==> src/rtl/uart_tx_arbiter_if.sv <==
// ---------------------------------------------------------------------------
// uart_tx_arbiter_if
//
// Groups the signals between the two byte sources, the uart_tx_arbiter and
// the shared tx_serial transmitter.
//
//   a_data/a_valid/a_last  port A byte, byte-available flag, end-of-message flag
//   a_ready                port A byte accepted this cycle
//   b_data/b_valid/b_last  port B byte, byte-available flag, end-of-message flag
//   b_ready                port B byte accepted this cycle
//   sbyte                  byte handed to tx_serial
//   send                   one-cycle start strobe to tx_serial
//   busy                   tx_serial busy
//   grant                  one-hot current owner {B,A}, 0 when no owner
//   err_timeout            one-cycle pulse when busy never rose after send
//
// Modports:
//   slave  - the arbiter side
//   master - the environment side (sources and transmitter)
// ---------------------------------------------------------------------------
interface uart_tx_arbiter_if;
    logic [7:0] a_data;
    logic       a_valid;
    logic       a_last;
    logic       a_ready;
    logic [7:0] b_data;
    logic       b_valid;
    logic       b_last;
    logic       b_ready;
    logic [7:0] sbyte;
    logic       send;
    logic       busy;
    logic [1:0] grant;
    logic       err_timeout;

    modport slave (
        input  a_data, a_valid, a_last,
        input  b_data, b_valid, b_last,
        input  busy,
        output a_ready, b_ready,
        output sbyte, send, grant, err_timeout
    );

    modport master (
        output a_data, a_valid, a_last,
        output b_data, b_valid, b_last,
        output busy,
        input  a_ready, b_ready,
        input  sbyte, send, grant, err_timeout
    );
endinterface

==> src/rtl/uart_tx_arbiter.sv <==
// ---------------------------------------------------------------------------
// uart_tx_arbiter
//
// Shares one tx_serial transmitter between two byte sources. Bytes arrive on
// valid/ready handshakes, one source wins per frame, and the winner's byte is
// launched with a one-cycle send strobe. A byte with last=0 locks the
// transmitter to its source so multi-byte messages are never interleaved.
//
// Parameters:
//   BUSY_WAIT  cycles allowed after send for busy to rise
//   LOCK_IDLE  cycles a locked owner may idle before the lock is dropped
//
// Ports:
//   clk100  system clock
//   reset   synchronous, active-high reset
//   bus     uart_tx_arbiter_if.slave (ports A/B, tx_serial side, status)
//
// Build option:
//   UART_TXARB_RR_EN  defined   -> round-robin between unlocked contenders
//                     undefined -> fixed priority, port A wins
// ---------------------------------------------------------------------------
module uart_tx_arbiter #(
    parameter int BUSY_WAIT = 16,
    parameter int LOCK_IDLE = 200000
) (
    input  logic              clk100,
    input  logic              reset,
    uart_tx_arbiter_if.slave  bus
);

    localparam int BW_W = $clog2(BUSY_WAIT + 1);
    localparam int LI_W = $clog2(LOCK_IDLE + 1);

    typedef enum logic [1:0] {
        IDLE,
        WAIT_BUSY,
        WAIT_DONE
    } state_t;

    state_t          state_q, state_d;
    logic [7:0]      sbyte_q, sbyte_d;
    logic            send_q, send_d;
    logic [1:0]      grant_q, grant_d;
    logic            err_q, err_d;
    logic            lock_q, lock_d;
    logic [BW_W-1:0] busy_tmr_q, busy_tmr_d;
    logic [LI_W-1:0] idle_tmr_q, idle_tmr_d;
`ifdef UART_TXARB_RR_EN
    logic            last_b_q, last_b_d;
`endif

    logic pick_a;
    logic pick_b;
    logic owner_valid;

    // Winner selection. A pick is only possible in IDLE with the transmitter
    // free, so a pick doubles as the ready output and as the accept strobe
    // (a pick also implies valid). Ready is held low during the reset cycle.
    always_comb begin
        pick_a = 1'b0;
        pick_b = 1'b0;
        if (state_q == IDLE && !bus.busy && !reset) begin
            if (lock_q) begin
                pick_a = grant_q[0] & bus.a_valid;
                pick_b = grant_q[1] & bus.b_valid;
            end else if (bus.a_valid && bus.b_valid) begin
`ifdef UART_TXARB_RR_EN
                pick_a = last_b_q;
                pick_b = ~last_b_q;
`else
                pick_a = 1'b1;
`endif
            end else begin
                pick_a = bus.a_valid;
                pick_b = bus.b_valid;
            end
        end
    end

    assign owner_valid = (grant_q[0] & bus.a_valid) | (grant_q[1] & bus.b_valid);

    // Next-state and next-output logic.
    always_comb begin
        state_d    = state_q;
        sbyte_d    = sbyte_q;
        send_d     = 1'b0;
        grant_d    = grant_q;
        err_d      = 1'b0;
        lock_d     = lock_q;
        busy_tmr_d = busy_tmr_q;
        idle_tmr_d = idle_tmr_q;
`ifdef UART_TXARB_RR_EN
        last_b_d   = last_b_q;
`endif
        case (state_q)
            IDLE: begin
                if (pick_a || pick_b) begin
                    sbyte_d    = pick_a ? bus.a_data : bus.b_data;
                    send_d     = 1'b1;
                    grant_d    = pick_a ? 2'b01 : 2'b10;
                    lock_d     = pick_a ? ~bus.a_last : ~bus.b_last;
                    busy_tmr_d = '0;
                    idle_tmr_d = '0;
                    state_d    = WAIT_BUSY;
`ifdef UART_TXARB_RR_EN
                    last_b_d   = pick_b;
`endif
                end else if (lock_q) begin
                    // A silent owner must not starve the other port forever.
                    if (owner_valid) begin
                        idle_tmr_d = '0;
                    end else if (idle_tmr_q == LI_W'(LOCK_IDLE - 1)) begin
                        lock_d     = 1'b0;
                        grant_d    = 2'b00;
                        idle_tmr_d = '0;
                    end else begin
                        idle_tmr_d = idle_tmr_q + LI_W'(1);
                    end
                end else begin
                    idle_tmr_d = '0;
                end
            end

            WAIT_BUSY: begin
                // Busy is honoured on the same edge the timer would expire,
                // so a late-but-present busy still wins over the timeout.
                if (bus.busy) begin
                    busy_tmr_d = '0;
                    state_d    = WAIT_DONE;
                end else if (busy_tmr_q == BW_W'(BUSY_WAIT - 1)) begin
                    err_d      = 1'b1;
                    lock_d     = 1'b0;
                    grant_d    = 2'b00;
                    busy_tmr_d = '0;
                    state_d    = IDLE;
                end else begin
                    busy_tmr_d = busy_tmr_q + BW_W'(1);
                end
            end

            WAIT_DONE: begin
                if (!bus.busy) begin
                    if (!lock_q) begin
                        grant_d = 2'b00;
                    end
                    state_d = IDLE;
                end
            end

            default: begin
                state_d = IDLE;
            end
        endcase
    end

    // State and output registers.
    always_ff @(posedge clk100) begin
        if (reset) begin
            state_q    <= IDLE;
            sbyte_q    <= 8'h00;
            send_q     <= 1'b0;
            grant_q    <= 2'b00;
            err_q      <= 1'b0;
            lock_q     <= 1'b0;
            busy_tmr_q <= '0;
            idle_tmr_q <= '0;
`ifdef UART_TXARB_RR_EN
            last_b_q   <= 1'b1;
`endif
        end else begin
            state_q    <= state_d;
            sbyte_q    <= sbyte_d;
            send_q     <= send_d;
            grant_q    <= grant_d;
            err_q      <= err_d;
            lock_q     <= lock_d;
            busy_tmr_q <= busy_tmr_d;
            idle_tmr_q <= idle_tmr_d;
`ifdef UART_TXARB_RR_EN
            last_b_q   <= last_b_d;
`endif
        end
    end

    assign bus.a_ready     = pick_a;
    assign bus.b_ready     = pick_b;
    assign bus.sbyte       = sbyte_q;
    assign bus.send        = send_q;
    assign bus.grant       = grant_q;
    assign bus.err_timeout = err_q;

endmodule

==> src/flat_wrapper.sv <==
// flat-port wrapper written by rule: the top's interface ports become plain ports
module uart_tx_arbiter_flat 
#(
    parameter int BUSY_WAIT = 16,
    parameter int LOCK_IDLE = 200000
)
  (clk100, reset, bus_a_data, bus_a_valid, bus_a_last, bus_b_data, bus_b_valid, bus_b_last, bus_busy, bus_a_ready, bus_b_ready, bus_sbyte, bus_send, bus_grant, bus_err_timeout);
  uart_tx_arbiter_if bus_i ();
  input  logic clk100;
  input  logic reset;
  input wire logic [$bits(bus_i.a_data)-1:0] bus_a_data;
  input wire logic [$bits(bus_i.a_valid)-1:0] bus_a_valid;
  input wire logic [$bits(bus_i.a_last)-1:0] bus_a_last;
  input wire logic [$bits(bus_i.b_data)-1:0] bus_b_data;
  input wire logic [$bits(bus_i.b_valid)-1:0] bus_b_valid;
  input wire logic [$bits(bus_i.b_last)-1:0] bus_b_last;
  input wire logic [$bits(bus_i.busy)-1:0] bus_busy;
  output wire logic [$bits(bus_i.a_ready)-1:0] bus_a_ready;
  output wire logic [$bits(bus_i.b_ready)-1:0] bus_b_ready;
  output wire logic [$bits(bus_i.sbyte)-1:0] bus_sbyte;
  output wire logic [$bits(bus_i.send)-1:0] bus_send;
  output wire logic [$bits(bus_i.grant)-1:0] bus_grant;
  output wire logic [$bits(bus_i.err_timeout)-1:0] bus_err_timeout;
  assign bus_i.a_data = bus_a_data;
  assign bus_i.a_valid = bus_a_valid;
  assign bus_i.a_last = bus_a_last;
  assign bus_i.b_data = bus_b_data;
  assign bus_i.b_valid = bus_b_valid;
  assign bus_i.b_last = bus_b_last;
  assign bus_i.busy = bus_busy;
  assign bus_a_ready = bus_i.a_ready;
  assign bus_b_ready = bus_i.b_ready;
  assign bus_sbyte = bus_i.sbyte;
  assign bus_send = bus_i.send;
  assign bus_grant = bus_i.grant;
  assign bus_err_timeout = bus_i.err_timeout;
  uart_tx_arbiter #(.BUSY_WAIT(BUSY_WAIT), .LOCK_IDLE(LOCK_IDLE)) u_core (.clk100(clk100), .reset(reset), .bus(bus_i));
endmodule
==> config.mk <==
export PLATFORM = sky130hd
export DESIGN_NAME = uart_tx_arbiter_flat
export DESIGN_NICKNAME = d
export VERILOG_FILES = /design/src/rtl/uart_tx_arbiter_if.sv /design/src/rtl/uart_tx_arbiter.sv /design/src/flat_wrapper.sv
export SDC_FILE = /design/constraint.sdc
export NUM_CORES = 1
export LEC_CHECK = 0
export ABC_CLOCK_PERIOD_IN_PS = 2300
export BUFFER_PORTS_ARGS = -buffer_cell sky130_fd_sc_hd__buf_2
export CAP_MARGIN = 20
export CORE_ASPECT_RATIO = 0.9
export CORE_MARGIN = 2
export CORE_UTILIZATION = 55
export CTS_CLUSTER_DIAMETER = 60
export CTS_CLUSTER_SIZE = 8
export DETAILED_ROUTE_END_ITERATION = 16
export PLACE_DENSITY = 0.79
export REMOVE_ABC_BUFFERS = 1
export SLEW_MARGIN = 5
export SYNTH_ARGS = -nofsm -noshare
export SYNTH_HDL_FRONTEND = slang
export SYNTH_SLANG_ARGS = --single-unit
export TNS_END_PERCENT = 100
==> constraint.sdc <==
create_clock -name clk100 -period 2.3 [get_ports clk100]
set_clock_uncertainty 0.15 [all_clocks]
set_input_delay 0.46 -clock clk100 [delete_from_list [all_inputs] [get_ports clk100]]
set_output_delay 0.46 -clock clk100 [all_outputs]
set_load 0.05 [all_outputs]
==> results.py, run 1 <==
metrics = {
    "status": {
        "status": "finished, final reports clean",
    },
    "sta": {
        "tns_ns": 0,
        "min_period_ns": 2.26,
        "max_freq_ghz": 0.442,
        "tightest_slew_ns": 0.555,
        "finalMaxSlewViolations": 0,
        "finalCritPeriodShare_pct": 98.3,
        "slew_headroom_pct": 62.7,
        "setup_violations": 0,
        "hold_violations": 0,
    },
    "synthesis": {
        "synthTopCellsByArea": "dfxtp_1 37%, nand3_1 6.6%, mux2i_1 5.4%",
        "synth_edf_count": 0,
        "netlist_instances": 247,
        "yosysTopAreaCellShare_pct": 37.4,
        "ys_warn_count": 0,
        "avgSynthCellArea_um2": 8.24,
        "seq_area_frac_synth_pct": 37.4,
        "async_flop_share_pct": 0,
        "ys_types": 45,
        "ys_seq_elements": 38,
        "synth_top_cell_by_area": "dfxtp_1",
        "synth_area_um2": 2030,
        "synth-main-ff-cell": "dfxtp_1",
    },
    "clock_tree": {
        "cts_max_level": 2,
        "cts-root-buf": "clkbuf_8",
        "clk_pin_slew_ns": 0.07,
        "insertion_delay_ns": 0.29,
        "clock_path_buffers": 2,
        "cts_buffers": 5,
        "cts_tree": "built",
        "cts.sinks": 38,
    },
    "drt": {
        "wl_per_cell_um": 13.8,
        "ant_nets": 0,
        "drtIter0Drc": 161,
        "vias_per_cell": 5.79,
        "drc": 0,
        "totalWireLength_um": 4640,
        "vias": 1947,
        "dr.pass1.iters": 4,
    },
    "setup_path": {
        "end_kind": "output pin",
        "cp_max_fo": 4,
        "r2r_cells": 9,
        "crit_required_ns": 1.69,
        "critical_path.startpoint": "u_core.state_q[1]",
        "rr_startpoint": "u_core.state_q[1]",
        "regToRegSetupSlack_ns": 0.18,
        "crit_type": "register to output pin",
        "timing.rr.end": "u_core.busy_tmr_q[2]",
        "startpoint_type": "register",
        "crit_arrival_ns": 1.65,
    },
    "cells_and_area": {
        "final_area_um2": 2430,
        "synthToLayoutAreaGrowth_pct": 19.7,
        "layout-drive-gt1-share_pct": 23.6,
        "final_cells": 336,
        "nNetsFinal": 322,
        "fillCellCount": 294,
        "final_common_cell": "dfxtp_1",
        "utilization_pct": 70.5,
        "ff_latch_area_um2": 763,
        "multi_input_area_um2": 1220,
        "layout_common_cells": "36 x dfxtp_1, 34 x buf_2, 27 x nand3_1, 24 x nor2_1, 18 x a21oi_1",
        "antennaDiodeCount": 0,
    },
    "pwr": {
        "p_switching_mw": 0.537,
        "clock_power_share_pct": 26.9,
        "power_mw": 1.59,
        "seq_power_share_pct": 44.6,
        "ir_worst_vdd_uv": 495,
        "internal_power_mw": 1.06,
        "pwr-share-comb_pct": 28.4,
        "p_leak_nw": 0.998,
        "p_sw_share_pct": 33.7,
        "power_density_nw_per_um2": 654,
    },
    "global_routing": {
        "gr-total-overflow": 0,
        "grt_antenna_before_repair": 0,
        "grt_start_max_net_pins": 31,
        "grt_pass1_wl_um": 7750,
        "grt_usage_pct": 24.9,
        "first_global_vias": 1722,
    },
    "job": {
        "max_cap_viol_count": 0,
    },
    "worst_hold_path": {
        "hp-class": "register to register",
        "worstHoldPathCells": 1,
        "worstHoldStart": "u_core.busy_tmr_q[4]",
        "hold_end": "u_core.busy_tmr_q[4]",
    },
    "floorplanning": {
        "num_rows": 20,
        "initial_utilization_pct": 58.9,
        "core_um2": 3450,
        "boundaryPins": 37,
        "fp.dieW_um": 68.1,
        "die_area_um2": 4200,
        "die-height_um": 61.7,
    },
    "placed_design": {
        "place_congestion": 0.889,
        "placed_cell_area_um2": 2300,
        "dp_hpwl_um": 3390,
        "dp.cells": 328,
        "port_buffers": 36,
    },
}
==> critical path: stages, from the launching register on <==
cell,delay [ns]
dfxtp_2,0.35
inv_2,0.08
ha_2,0.21
nand2b_4,0.08
or3_4,0.41
inv_1,0.08
buf_6,0.15
==> metal layers <==
| metal | vias up | global-route usage (%) | routed length, µm |
|---|---|---|---|
| li1 | 998 | - | - |
| met1 | 862 | 34.8 | 2290 |
| met2 | 80 | 38.4 | 1990 |
| met3 | 7 | 5.77 | 309 |
| met4 | 0 | 7.71 | 47 |
| met5 | - | 0 | 0 |
==> state kept, by name, indices dropped and copies added (netlist names) <==
name and count:
u_core.idle_tmr_q 18, u_core.bus.sbyte 8, u_core.busy_tmr_q 5, u_core.bus.grant 2, u_core.state_q 2, u_core.bus.err_timeout 1
u_core.bus.send 1, u_core.lock_q 1
==> area by class of cell <==
cell class,count,share of cell area (%)
Timing Repair Buffer,48,11.5
Clock buffer,5,2.83
Clock inverter,2,0.411
Sequential cell,38,31.3
Inverter,11,1.75
Tap cell,44,2.26
Multi-Input combinational cell,188,49.9
==> how the worst max path moves through the flow <==
stage	endpoint	slack [ns]	depth (start not counted)
finish	bus_a_ready	0.04	6
CTS	bus_b_ready	0.006	5
global route	bus_a_ready	-0.02	6
floorplan	bus_b_ready	-1.77	4
detailed placement	bus_b_ready	0.06	4
global placement	bus_b_ready	0.07	4
==> kinds of logic after synthesis <==
group | after synthesis | share of synthesized area [%]
buf+inv | 21 | 4.49
compound gates | 61 | 19.7
fa+ha+maj | 7 | 4.30
flops | 38 | 37.4
simple gates | 109 | 28.7
mux | 11 | 5.41
==> timing repair <==
item | 4_1_cts | 5_1_grt
hold buffers | 0 | 0
gates resized for setup | 6 | 7
pin swaps | 0 | 1
endpoints found under the setup margin | 2 | 3
buffers inserted | 0 | 1
==> metrics by stage <==
step	hold WS (ns)	worst slack [ns]
final	0.322	0.0400
after detailed placement	0.313	0.0627
after floorplan	0.293	-1.77
after CTS	0.323	0.00568
after global placement	0.309	0.0707
after global routing	0.336	-0.0151
==> power groups by stage <==
stage / registers [mW] / logic (mW) / clock network (mW)
2_1_floorplan: 0.791 / 0.219 / 0
3_3_place_gp: 0.721 / 0.420 / 0
3_5_place_dp: 0.722 / 0.427 / 0
5_1_grt: 0.715 / 0.496 / 0.465
6_report: 0.710 / 0.453 / 0.429
4_1_cts: 0.708 / 0.435 / 0.440
==> cell usage after synthesis, drive strengths merged, types with 2 or more instances <==
cell     n
inv     10
o21ai   15
or4      2
nand2b   3
o311ai   2
nand2   15
mux2i   11
nor2    24
a211o    2
nand4b   2
nand3b   5
a21o     2
and3     4
dfxtp   38
nor3     5
or3     10
clkbuf   5
ha       7
buf      5
a22oi    3
a211oi  11
nand3   27
a21oi   19
nand4    4
(Power assumes the default switching activity.)
==> run 2, diff against run 1 <==
- ABC_CLOCK_PERIOD_IN_PS: 2300 -> 2000
- CORE_UTILIZATION: 55 -> 50
- PLACE_DENSITY: 0.79 -> 0.76
- clock period: 2.3 -> 2 ns (I/O delays scaled with it)
==> run 2 against run 1 <==
  * The run now ends with setup timing left
  * Combinational power grew 39%
  * Design area grew 12%
  * Flip-flop and latch count is the same
  * Global-route usage shrank 2.9 points
  * Cell count grew 8.6%
  * Highest routed layer unchanged
  * Non-clock buffer count grew 26
  * Routed wire length grew 11%
  * Register-to-register slack lost 0.19 ns
==> results.py, run 2 (synthesis gave the netlist of run 1 again) <==
metrics = {
    "status": {
        "status": "finished with violations",
        "violations": "setup timing",
    },
    "cells_and_area": {
        "antennaDiodeCount": 0,
        "final_cells": 365,
        "nNetsFinal": 348,
        "ff_latch_area_um2": 769,
        "layout_common_cells": "37 x buf_4, 34 x buf_2, 33 x dfxtp_1, 27 x nand3_1, 24 x nor2_1",
        "largest_reg_flops": 18,
        "final_common_cell": "buf_4",
        "layout-drive-gt1-share_pct": 34.2,
        "multi_input_area_um2": 1280,
        "synthToLayoutAreaGrowth_pct": 34.4,
        "utilization_pct": 71.8,
        "final_area_um2": 2730,
        "regMostFlops": "u_core.idle_tmr_q",
        "fillCellCount": 278,
    },
    "pwr": {
        "ir_worst_vdd_uv": 584,
        "p_leak_nw": 1.14,
        "pwr-share-comb_pct": 31.5,
        "clock_power_share_pct": 27.9,
        "seq_power_share_pct": 40.6,
        "power_mw": 2.00,
        "p_switching_mw": 0.676,
        "internal_power_mw": 1.33,
        "p_sw_share_pct": 33.7,
        "power_density_nw_per_um2": 733,
    },
    "drt": {
        "vias_per_cell": 5.75,
        "dr.pass1.iters": 4,
        "vias": 2097,
        "wl_per_cell_um": 14.1,
        "drc": 0,
        "drtIter0Drc": 185,
        "totalWireLength_um": 5150,
        "ant_nets": 0,
    },
    "global_routing": {
        "grt_usage_pct": 22.0,
        "use_met3_pct": 4.67,
        "grt_antenna_before_repair": 0,
        "grt_use_met2_pct": 30.0,
        "grt.busiest_layer": "met1",
        "grt_start_max_net_pins": 31,
        "grt_pass1_wl_um": 8100,
        "met1_usage_pct": 33.3,
        "first_global_vias": 1766,
        "gr-total-overflow": 0,
    },
    "placed_design": {
        "dp_hpwl_um": 3380,
        "dp.cells": 347,
        "placed_cell_area_um2": 2430,
        "port_buffers": 36,
        "place_congestion": 0.866,
    },
    "sta": {
        "min_period_ns": 2.05,
        "max_freq_ghz": 0.489,
        "tightest_slew_ns": 0.764,
        "finalCritPeriodShare_pct": 102,
        "worst_hold_slack_ns": 0.280,
        "timing.final.ws_setup_ns": -0.0459,
        "rsz0062_at_grt": "true",
        "finalMaxSlewViolations": 0,
        "slew_headroom_pct": 48.9,
        "setup_violations": 2,
        "hold_violations": 0,
    },
    "floorplanning": {
        "core_um2": 3810,
        "fp.dieW_um": 71.2,
        "die_area_um2": 4600,
        "initial_utilization_pct": 53.4,
        "boundaryPins": 37,
        "die-height_um": 64.5,
        "num_rows": 21,
    },
    "clock_tree": {
        "cts_max_level": 2,
        "clock_path_buffers": 2,
        "cts-root-buf": "clkbuf_8",
        "cts_buffers": 5,
        "cts_tree": "built",
        "insertion_delay_ns": 0.30,
        "clk_pin_slew_ns": 0.07,
        "holdBufCountCts": 0,
        "cts.sinks": 38,
    },
    "worst_hold_path": {
        "worstHoldStart": "bus_a_data[0]",
        "worstHoldPathCells": 3,
        "hold_end": "u_core.bus.sbyte[0]",
        "hp-class": "primary input to register",
    },
    "setup_path": {
        "timing.rr.end": "u_core.busy_tmr_q[3]",
        "crit_chain": "inv_2, ha_4, nand2b_4, or3_4, inv_4, buf_8",
        "crit_arrival_ns": 1.50,
        "startpoint_type": "register",
        "cp_slowest_cell": "or3_4",
        "path_depth": 6,
        "end_kind": "output pin",
        "cp_max_fo": 3,
        "regToRegSetupSlack_ns": -0.01,
        "rr_startpoint": "u_core.state_q[1]",
        "r2r_cells": 9,
        "crit_type": "register to output pin",
        "worst-path-buf-inv": 3,
        "crit_family": "simple AND/OR/NAND/NOR gates",
        "crit_required_ns": 1.45,
        "cpPeakStageDelay_ns": 0.37,
    },
    "job": {
        "max_cap_viol_count": 0,
    },
}
## run 2: what timing repair did
item | 4_1_cts | 5_1_grt
setup endpoints to repair | 2 | 23
buffers inserted | 3 | 7
pin swaps | 1 | 9
gates resized for setup | 15 | 26
## run 2: layout make-up
class,count,area share [%]
clock buffer,7,3.16
clock inverter,1,0.183
inverter,11,1.74
multi-input combinational,188,46.8
sequential,38,28.1
tap,46,2.11
timing repair buffer,74,17.9
## run 2: power by group through the flow
stage | registers (mW) | logic (mW) | clock network (mW)
global placement | 0.825 | 0.521 | 0
finish | 0.814 | 0.631 | 0.559
floorplan | 0.910 | 0.251 | 0
detailed placement | 0.825 | 0.531 | 0
global route | 0.818 | 0.671 | 0.590
CTS | 0.810 | 0.585 | 0.559
## run 2: worst max-delay path by stage
stage | startpoint | endpoint | slack [ns]
2_1_floorplan | u_core.state_q[0] | u_core.bus.grant[1] | -2.05
3_3_place_gp | reset | bus_b_ready | -0.04
3_5_place_dp | reset | bus_b_ready | -0.08
4_1_cts | u_core.state_q[0] | bus_a_ready | -0.08
5_1_grt | u_core.state_q[1] | bus_a_ready | -0.07
6_report | u_core.state_q[1] | bus_a_ready | -0.05
## run 2: metal layers
metal	up-vias	wire length, µm
met5	-	0
met3	7	424
li1	1062	-
met2	88	2210
met1	940	2470
met4	0	56
## run 2: worst reg2reg max path, cell delays in order, from the launching register on
cell and delay [ns]:
dfxtp_2 0.32, inv_2 0.08, ha_4 0.15, nand2b_4 0.07, buf_4 0.14, a211o_1 0.26
clkinv_2 0.08, a21oi_4 0.05, or4_4 0.52, a21oi_2 0.13
## run 2: per-stage QoR
| step | setup TNS [ns] | worst slack [ns] |
|---|---|---|
| floorplan | -8.59 | -2.05 |
| global placement | -0.0591 | -0.0425 |
| detailed placement | -0.0963 | -0.0773 |
| CTS | -0.129 | -0.0777 |
| global route | -0.139 | -0.0704 |
| finish | -0.0530 | -0.0459 |
